File: config.mk
export PLATFORM = sky130hd
export DESIGN_NAME = serial_bus_responder
export DESIGN_NICKNAME = d
export VERILOG_FILES = /design/src/rtl/serial_bus_pkg.sv /design/src/rtl/serial_shift_reg.sv /design/src/rtl/serial_bus_responder.sv
export SDC_FILE = /design/constraint.sdc
export NUM_CORES = 1
export LEC_CHECK = 0
export CORE_UTILIZATION = 44
export DETAILED_ROUTE_END_ITERATION = 10
export PLACE_DENSITY = 0.77
export SLEW_MARGIN = 20
export SYNTH_ARGS = -nofsm -noshare
export SYNTH_HDL_FRONTEND = slang
export SYNTH_SLANG_ARGS = --single-unit
File: constraint.sdc
create_clock -name clk -period 1.6 [get_ports clk]
set_clock_uncertainty 0.2 [all_clocks]
set_input_delay 0.32 -clock clk [delete_from_list [all_inputs] [get_ports clk]]
set_output_delay 0.32 -clock clk [all_outputs]
set_load 0.05 [all_outputs]
File: src/rtl/serial_bus_pkg.sv
// Shared serial-bus definitions: state codes, default widths, state-output width.
package serial_bus_pkg;

  localparam int STATE_W = 3;
  localparam int ADN_DEF = 12;
  localparam int N_DEF   = 8;

  typedef enum logic [STATE_W-1:0] {
    ST_IDLE     = 3'd0,
    ST_ADDR     = 3'd1,
    ST_WDATA    = 3'd2,
    ST_MEM      = 3'd3,
    ST_HOLD     = 3'd4,
    ST_WAIT_BUS = 3'd5,
    ST_RDATA    = 3'd6
  } state_t;

endpackage

File: src/rtl/serial_shift_reg.sv
// LSB-first shift register with parallel load and a bit counter that wraps after W shifts.
// Load clears the counter; load has priority over shift.
module serial_shift_reg #(
  parameter int W = 8
) (
  input  logic         clk,
  input  logic         reset,
  input  logic         shift_en,
  input  logic         bit_in,
  input  logic         load_en,
  input  logic [W-1:0] load_dat,
  output logic [W-1:0] q,
  output logic         last
);

  localparam int CW = (W > 1) ? $clog2(W) : 1;

  logic [CW-1:0] cnt;

  assign last = (cnt == CW'(W - 1));

  always_ff @(posedge clk) begin
    if (reset) begin
      q   <= '0;
      cnt <= '0;
    end else if (load_en) begin
      q   <= load_dat;
      cnt <= '0;
    end else if (shift_en) begin
      // New bit enters at the MSB so that after W shifts bit 0 sits at the LSB.
      q   <= (q >> 1) | (W'(bit_in) << (W - 1));
      cnt <= last ? '0 : cnt + 1'b1;
    end
  end

endmodule

File: src/rtl/serial_bus_responder.sv
// Serial-bus slave endpoint: deserialize addr/wdata, parallel memory access, serialize rdata.
// Registered outputs; split (hold) release of the bus for slow memory when RESP_SPLIT_EN is defined.
module serial_bus_responder
  import serial_bus_pkg::*;
#(
  parameter int ADN         = ADN_DEF,
  parameter int N           = N_DEF,
  parameter int HOLD_THRESH = 4
) (
  input  logic               clk,
  input  logic               reset,
  input  logic               valid_in,
  input  logic               wren,
  input  logic               address_in,
  input  logic               data_in,
  input  logic               bus_available,
  input  logic               mem_ack,
  input  logic [N-1:0]       mem_rdata,
  output logic               ready,
  output logic               valid_out,
  output logic               hold,
  output logic               data_out,
  output logic               mem_req,
  output logic               mem_we,
  output logic [ADN-1:0]     mem_addr,
  output logic [N-1:0]       mem_wdata,
  output logic [STATE_W-1:0] state_out
);

  state_t       state, state_nxt;
  logic         wren_q, wren_nxt;
  logic         addr_shift, wd_shift, rd_load, rd_shift;
  logic         addr_last, wd_last, rd_last;
  logic [N-1:0] rd_q;
  logic         rd_bit1;
  logic         dout_nxt;
  logic         mem_nxt;

  serial_shift_reg #(.W(ADN)) u_addr_sr (
    .clk      (clk),
    .reset    (reset),
    .shift_en (addr_shift),
    .bit_in   (address_in),
    .load_en  (1'b0),
    .load_dat ('0),
    .q        (mem_addr),
    .last     (addr_last)
  );

  serial_shift_reg #(.W(N)) u_wdata_sr (
    .clk      (clk),
    .reset    (reset),
    .shift_en (wd_shift),
    .bit_in   (data_in),
    .load_en  (1'b0),
    .load_dat ('0),
    .q        (mem_wdata),
    .last     (wd_last)
  );

  serial_shift_reg #(.W(N)) u_rdata_sr (
    .clk      (clk),
    .reset    (reset),
    .shift_en (rd_shift),
    .bit_in   (1'b0),
    .load_en  (rd_load),
    .load_dat (mem_rdata),
    .q        (rd_q),
    .last     (rd_last)
  );

  // Bit that becomes the LSB after the current shift (0 when N is 1).
  assign rd_bit1 = |(rd_q & N'(2));

`ifdef RESP_SPLIT_EN
  localparam int WCW = (HOLD_THRESH > 1) ? $clog2(HOLD_THRESH) : 1;
  logic [WCW-1:0] wait_cnt;

  always_ff @(posedge clk) begin
    if (reset || state != ST_MEM) wait_cnt <= '0;
    else                          wait_cnt <= wait_cnt + 1'b1;
  end
`else
  logic split_unused;
  assign split_unused = bus_available ^ (HOLD_THRESH > 0);
`endif

  always_ff @(posedge clk) begin
    if (reset) begin
      state  <= ST_IDLE;
      wren_q <= 1'b0;
    end else begin
      state  <= state_nxt;
      wren_q <= wren_nxt;
    end
  end

  always_comb begin
    state_nxt  = state;
    wren_nxt   = wren_q;
    addr_shift = 1'b0;
    wd_shift   = 1'b0;
    rd_load    = 1'b0;
    rd_shift   = 1'b0;
    dout_nxt   = 1'b0;
    case (state)
      ST_IDLE: if (valid_in) begin
        addr_shift = 1'b1;
        wren_nxt   = wren;
        state_nxt  = ST_ADDR;
      end
      ST_ADDR: if (valid_in) begin
        addr_shift = 1'b1;
        if (addr_last) state_nxt = wren_q ? ST_WDATA : ST_MEM;
      end
      ST_WDATA: if (valid_in) begin
        wd_shift = 1'b1;
        if (wd_last) state_nxt = ST_MEM;
      end
      ST_MEM: begin
        if (mem_ack) begin
          if (wren_q) begin
            state_nxt = ST_IDLE;
          end else begin
            rd_load   = 1'b1;
            dout_nxt  = mem_rdata[0];
            state_nxt = ST_RDATA;
          end
        end
`ifdef RESP_SPLIT_EN
        // Ack on the threshold cycle takes the fast path above.
        else if (wait_cnt == WCW'(HOLD_THRESH - 1)) begin
          state_nxt = ST_HOLD;
        end
`endif
      end
`ifdef RESP_SPLIT_EN
      ST_HOLD: if (mem_ack) begin
        if (wren_q) begin
          state_nxt = ST_IDLE;
        end else begin
          rd_load   = 1'b1;
          state_nxt = ST_WAIT_BUS;
        end
      end
      ST_WAIT_BUS: if (bus_available) begin
        dout_nxt  = rd_q[0];
        state_nxt = ST_RDATA;
      end
`endif
      ST_RDATA: begin
        rd_shift = 1'b1;
        if (rd_last) state_nxt = ST_IDLE;
        else         dout_nxt  = rd_bit1;
      end
      default: state_nxt = ST_IDLE;
    endcase
  end

  assign mem_nxt = (state_nxt == ST_MEM) || (state_nxt == ST_HOLD);

  always_ff @(posedge clk) begin
    if (reset) begin
      ready     <= 1'b1;
      valid_out <= 1'b0;
      hold      <= 1'b0;
      data_out  <= 1'b0;
      mem_req   <= 1'b0;
      mem_we    <= 1'b0;
    end else begin
      ready     <= (state_nxt == ST_IDLE);
      valid_out <= (state_nxt == ST_RDATA);
      hold      <= (state_nxt == ST_HOLD) || (state_nxt == ST_WAIT_BUS);
      data_out  <= dout_nxt;
      mem_req   <= mem_nxt;
      mem_we    <= mem_nxt && wren_q;
    end
  end

  assign state_out = state;

endmodule

==> results_tabular.tex <==
\begin{tabular}{lr}
\hline
Metric & Value \\
\hline
\multicolumn{2}{l}{\textbf{Run status}} \\
Outcome & finished clean \\
\multicolumn{2}{l}{\textbf{STA}} \\
Final count of negative-setup-slack endpoints & 0 \\
Clock period minus final worst setup slack & 1.59 ns \\
Min setup slack post-route & 0.0146 ns \\
Post-Route Hold Slack & 0.269 ns \\
Unrepaired setup endpoints after global routing & true \\
Final-report hold violation count & 0 \\
Maximum clock frequency & 631 MHz \\
Count of final max-slew check failures & 0 \\
Period utilisation layout & 0.991 \\
Sum of negative setup slack & 0 ns \\
\multicolumn{2}{l}{\textbf{Final layout}} \\
Fraction of final layout cells sized beyond drive strength 1 & 0.272 \\
Area occupied by multi-input gates & 961 um2 \\
Area growth from synthesis to layout & 60.7\% \\
N\_diodes & 0 \\
Filler Cell Count & 265 \\
Net total in the final layout & 308 \\
FF/Latch Area & 960 um2 \\
Post-route cell area & 3030 um2 \\
\multicolumn{2}{l}{\textbf{Logic synthesis}} \\
Fraction of registers with async set/reset & 0 \\
Yosys Warn Count & 0 \\
Count of unique library cells instantiated by Yosys & 34 \\
Top cell types by occurrence after synthesis & sky130\_fd\_sc\_hd\_\_nand2\_1 (60), sky130\_fd\_sc\_hd\_\_dfxtp\_1 (47), sky130\_fd\_sc\_hd\_\_a21oi\_1 (37) \\
Most area-consuming cells after synthesis & sky130\_fd\_sc\_hd\_\_dfxtp\_1 (50\%), sky130\_fd\_sc\_hd\_\_nand2\_1 (12\%), sky130\_fd\_sc\_hd\_\_a21oi\_1 (9.8\%) \\
Post-synthesis share of cell area spent on full adders, half adders and majority gates & 0.0332 \\
Part of the Yosys area used for sequential elements & 0.499 \\
Count leader, synth & sky130\_fd\_sc\_hd\_\_nand2\_1 \\
Xor/xnor cell area share of the yosys netlist & 0.00464 \\
Portion of netlist area occupied by mux cells & 0.0106 \\
Cells after synthesis & 228 \\
Post-synth design cell area & 1890 um2 \\
Top flip-flop cell by instance count after synthesis & sky130\_fd\_sc\_hd\_\_dfxtp\_1 \\
Register bit total from synthesis & 47 \\
Syn nets & 249 \\
Area fraction in compound gates after synthesis & 0.168 \\
Top-area cell type share of the netlist area & 0.499 \\
Synthesized-area fraction occupied by and/or/nand/nor cells & 0.242 \\
Leading area contributor after synthesis & sky130\_fd\_sc\_hd\_\_dfxtp\_1 \\
Post-synth EDFFs & 0 \\
Dominant combinational cell family by area after synthesis & simple AND/OR/NAND/NOR gates \\
Average size of a mapped cell & 8.27 um2 \\
\multicolumn{2}{l}{\textbf{Die}} \\
Area of the die & 4550 um2 \\
Row Count & 23 \\
Num ports & 45 \\
Y dimension of the die & 67.5 um \\
Die X & 67.5 um \\
Initial core utilization & 0.465 \\
Placeable core region & 4060 um2 \\
\multicolumn{2}{l}{\textbf{Clock network}} \\
Reg clk slew, reported paths & 0.09 ns \\
Root Buffer & sky130\_fd\_sc\_hd\_\_clkbuf\_8 \\
Bufs on Longest Clock Path & 2 \\
H-tree level count & 2 \\
Cts hold-fix bufs & 0 \\
CTS buffer count & 5 \\
Number of sinks on the clock net & 47 \\
TritonCTS clock tree & done \\
Clock latency reported for the late side of the worst-skew pair & 0.30 ns \\
\multicolumn{2}{l}{\textbf{Drt}} \\
Drt first-iter violations & 151 \\
Wirelength, routed & 4.55 mm \\
Post-DR wirelength/cell & 13.5 um \\
Antenna Violating Nets Remaining & 0 \\
DR DRC count & 0 \\
Length of the first detailed-routing pass in iterations & 4 \\
Overall via count from detail\_route & 1,778 \\
Routed vias/inst & 5.28 \\
\multicolumn{2}{l}{\textbf{Pwr}} \\
Part of the total power dissipated in sequential elements & 0.535 \\
Combinational power share & 0.096 \\
Pint & 1750 uW \\
Leakage dissipation & 0.00109 uW \\
Switching part of the total & 0.221 \\
Pwr/cell area & 743 nW/um2 \\
Switch Pwr & 498 uW \\
Clock network fraction of total power & 0.370 \\
Max IR drop VDD & 0.000465 V \\
\multicolumn{2}{l}{\textbf{Global route}} \\
Maximum number of pins on one net before global-route repair & 30 \\
Total GRT Usage & 0.215 \\
Via count of the first global-routing pass & 1,698 \\
Total grt overflow & 0 \\
Initial antenna violation count & 0 \\
First-pass GRT wire length & 7.31 mm \\
\multicolumn{2}{l}{\textbf{Critical path}} \\
Endpoint required time on the critical path & 1.64 ns \\
Startpoint kind of the worst setup timing path & register \\
Critical path type & reg2reg \\
Maximum fanout encountered on the critical timing path & 4 \\
Setup crit end kind & register \\
Crit path DAT & 1.62 ns \\
\multicolumn{2}{l}{\textbf{Place}} \\
Placer's final routability congestion estimate & 0.887 \\
Detailed Place HPWL & 3.05 mm \\
Quantity of I/O buffers inserted on ports & 43 \\
Pre-CTS WS & -0.490 ns \\
Placement-stage cell area & 2820 um2 \\
\multicolumn{2}{l}{\textbf{Flow run}} \\
Max-cap violations & 0 \\
\multicolumn{2}{l}{\textbf{Hold path}} \\
Type of the most critical hold path & reg2reg \\
\hline
\end{tabular}
-- state kept, by name (all words and copies together) (netlist names), 3 cells and up --
name / flops
state_out: 3
u_addr_sr.cnt: 4
u_addr_sr.q: 12
u_rdata_sr.cnt: 3
u_rdata_sr.q: 7
u_wdata_sr.cnt: 3
u_wdata_sr.q: 8
-- kinds of logic after synthesis --
kind of cell,after synthesis
adders and majority gates,5
muxes,2
other,1
DFF,47
AOI/OAI and AO/OA,55
xor gates and xnor gates,1
buffers and inverters,17
and+or+nand+nor,100
-- final cells by class --
| cell class | instances | share of cell area |
|---|---|---|
| multi-input cells | 164 | 0.317 |
| inverters | 4 | 0.00495 |
| well taps | 50 | 0.0206 |
| clock inverters | 1 | 0.00991 |
| repair buffers | 65 | 0.307 |
| flip-flops and latches | 47 | 0.317 |
| clock buffers | 6 | 0.0239 |
-- metrics by stage --
step / instances / power (uW) / util
after global placement: 330 / 1430 / 0.695
after global routing: 337 / 2330 / 0.747
after CTS: 337 / 2270 / 0.727
after detailed placement: 330 / 1430 / 0.695
final: 337 / 2250 / 0.747
after floorplan: 228 / 1320 / -
-- cell usage in the layout, fill, tap and decap left out, types with 4 or more instances in the layout --
cell type and instances:
sky130_fd_sc_hd__buf_12 32, sky130_fd_sc_hd__nand2_1 60, sky130_fd_sc_hd__dfxtp_4 4, sky130_fd_sc_hd__a22oi_1 6
sky130_fd_sc_hd__a21oi_1 37, sky130_fd_sc_hd__inv_1 4, sky130_fd_sc_hd__clkdlybuf4s50_1 13, sky130_fd_sc_hd__nor2_1 10
sky130_fd_sc_hd__buf_4 17, sky130_fd_sc_hd__nor3_1 8, sky130_fd_sc_hd__clkbuf_8 5, sky130_fd_sc_hd__dfxtp_1 40
-- power groups by stage --
stage	logic (uW)	registers (uW)	clock network, uW
floorplan	69.8	1250	0
global placement	202	1230	0
detailed placement	204	1230	0
CTS	208	1200	857
global route	228	1210	892
finish	215	1200	832
-- metal layers --
layer / share of wire / track usage / up-vias
met5: 0 / 0 / -
met4: 0.013 / 0.0904 / 0
met3: 0.045 / 0.0642 / 6
met2: 0.51 / 0.368 / 39
met1: 0.44 / 0.248 / 836
li1: - / - / 897
-- worst paths after layout --
check / start / endpoint / slack (ns) / depth (start not counted)
worst max-delay path: state_out[2]$_SDFF_PP0_ / u_addr_sr.cnt[2]$_SDFFE_PP0P_ / 0.01 / 3
worst min-delay path: u_rdata_sr.q[2]$_SDFFE_PP0P_ / u_rdata_sr.q[2]$_SDFFE_PP0P_ / 0.27 / 2
worst max register to register: state_out[2]$_SDFF_PP0_ / u_addr_sr.cnt[2]$_SDFFE_PP0P_ / 0.01 / 3
worst min register to register: u_rdata_sr.q[2]$_SDFFE_PP0P_ / u_rdata_sr.q[2]$_SDFFE_PP0P_ / 0.27 / 2
-- worst max-delay path: stages (launching register included) --
cell and delay [ns]:
sky130_fd_sc_hd__dfxtp_4 0.35, sky130_fd_sc_hd__or3b_4 0.42, sky130_fd_sc_hd__or4_1 0.41, sky130_fd_sc_hd__a21oi_1 0.14
-- timing repair --
action	in CTS	in global routing
gates resized for setup	10	19
buffers inserted	0	0
pin swaps	4	12
endpoints found under the setup margin	6	26
(Power assumes the default switching activity.)
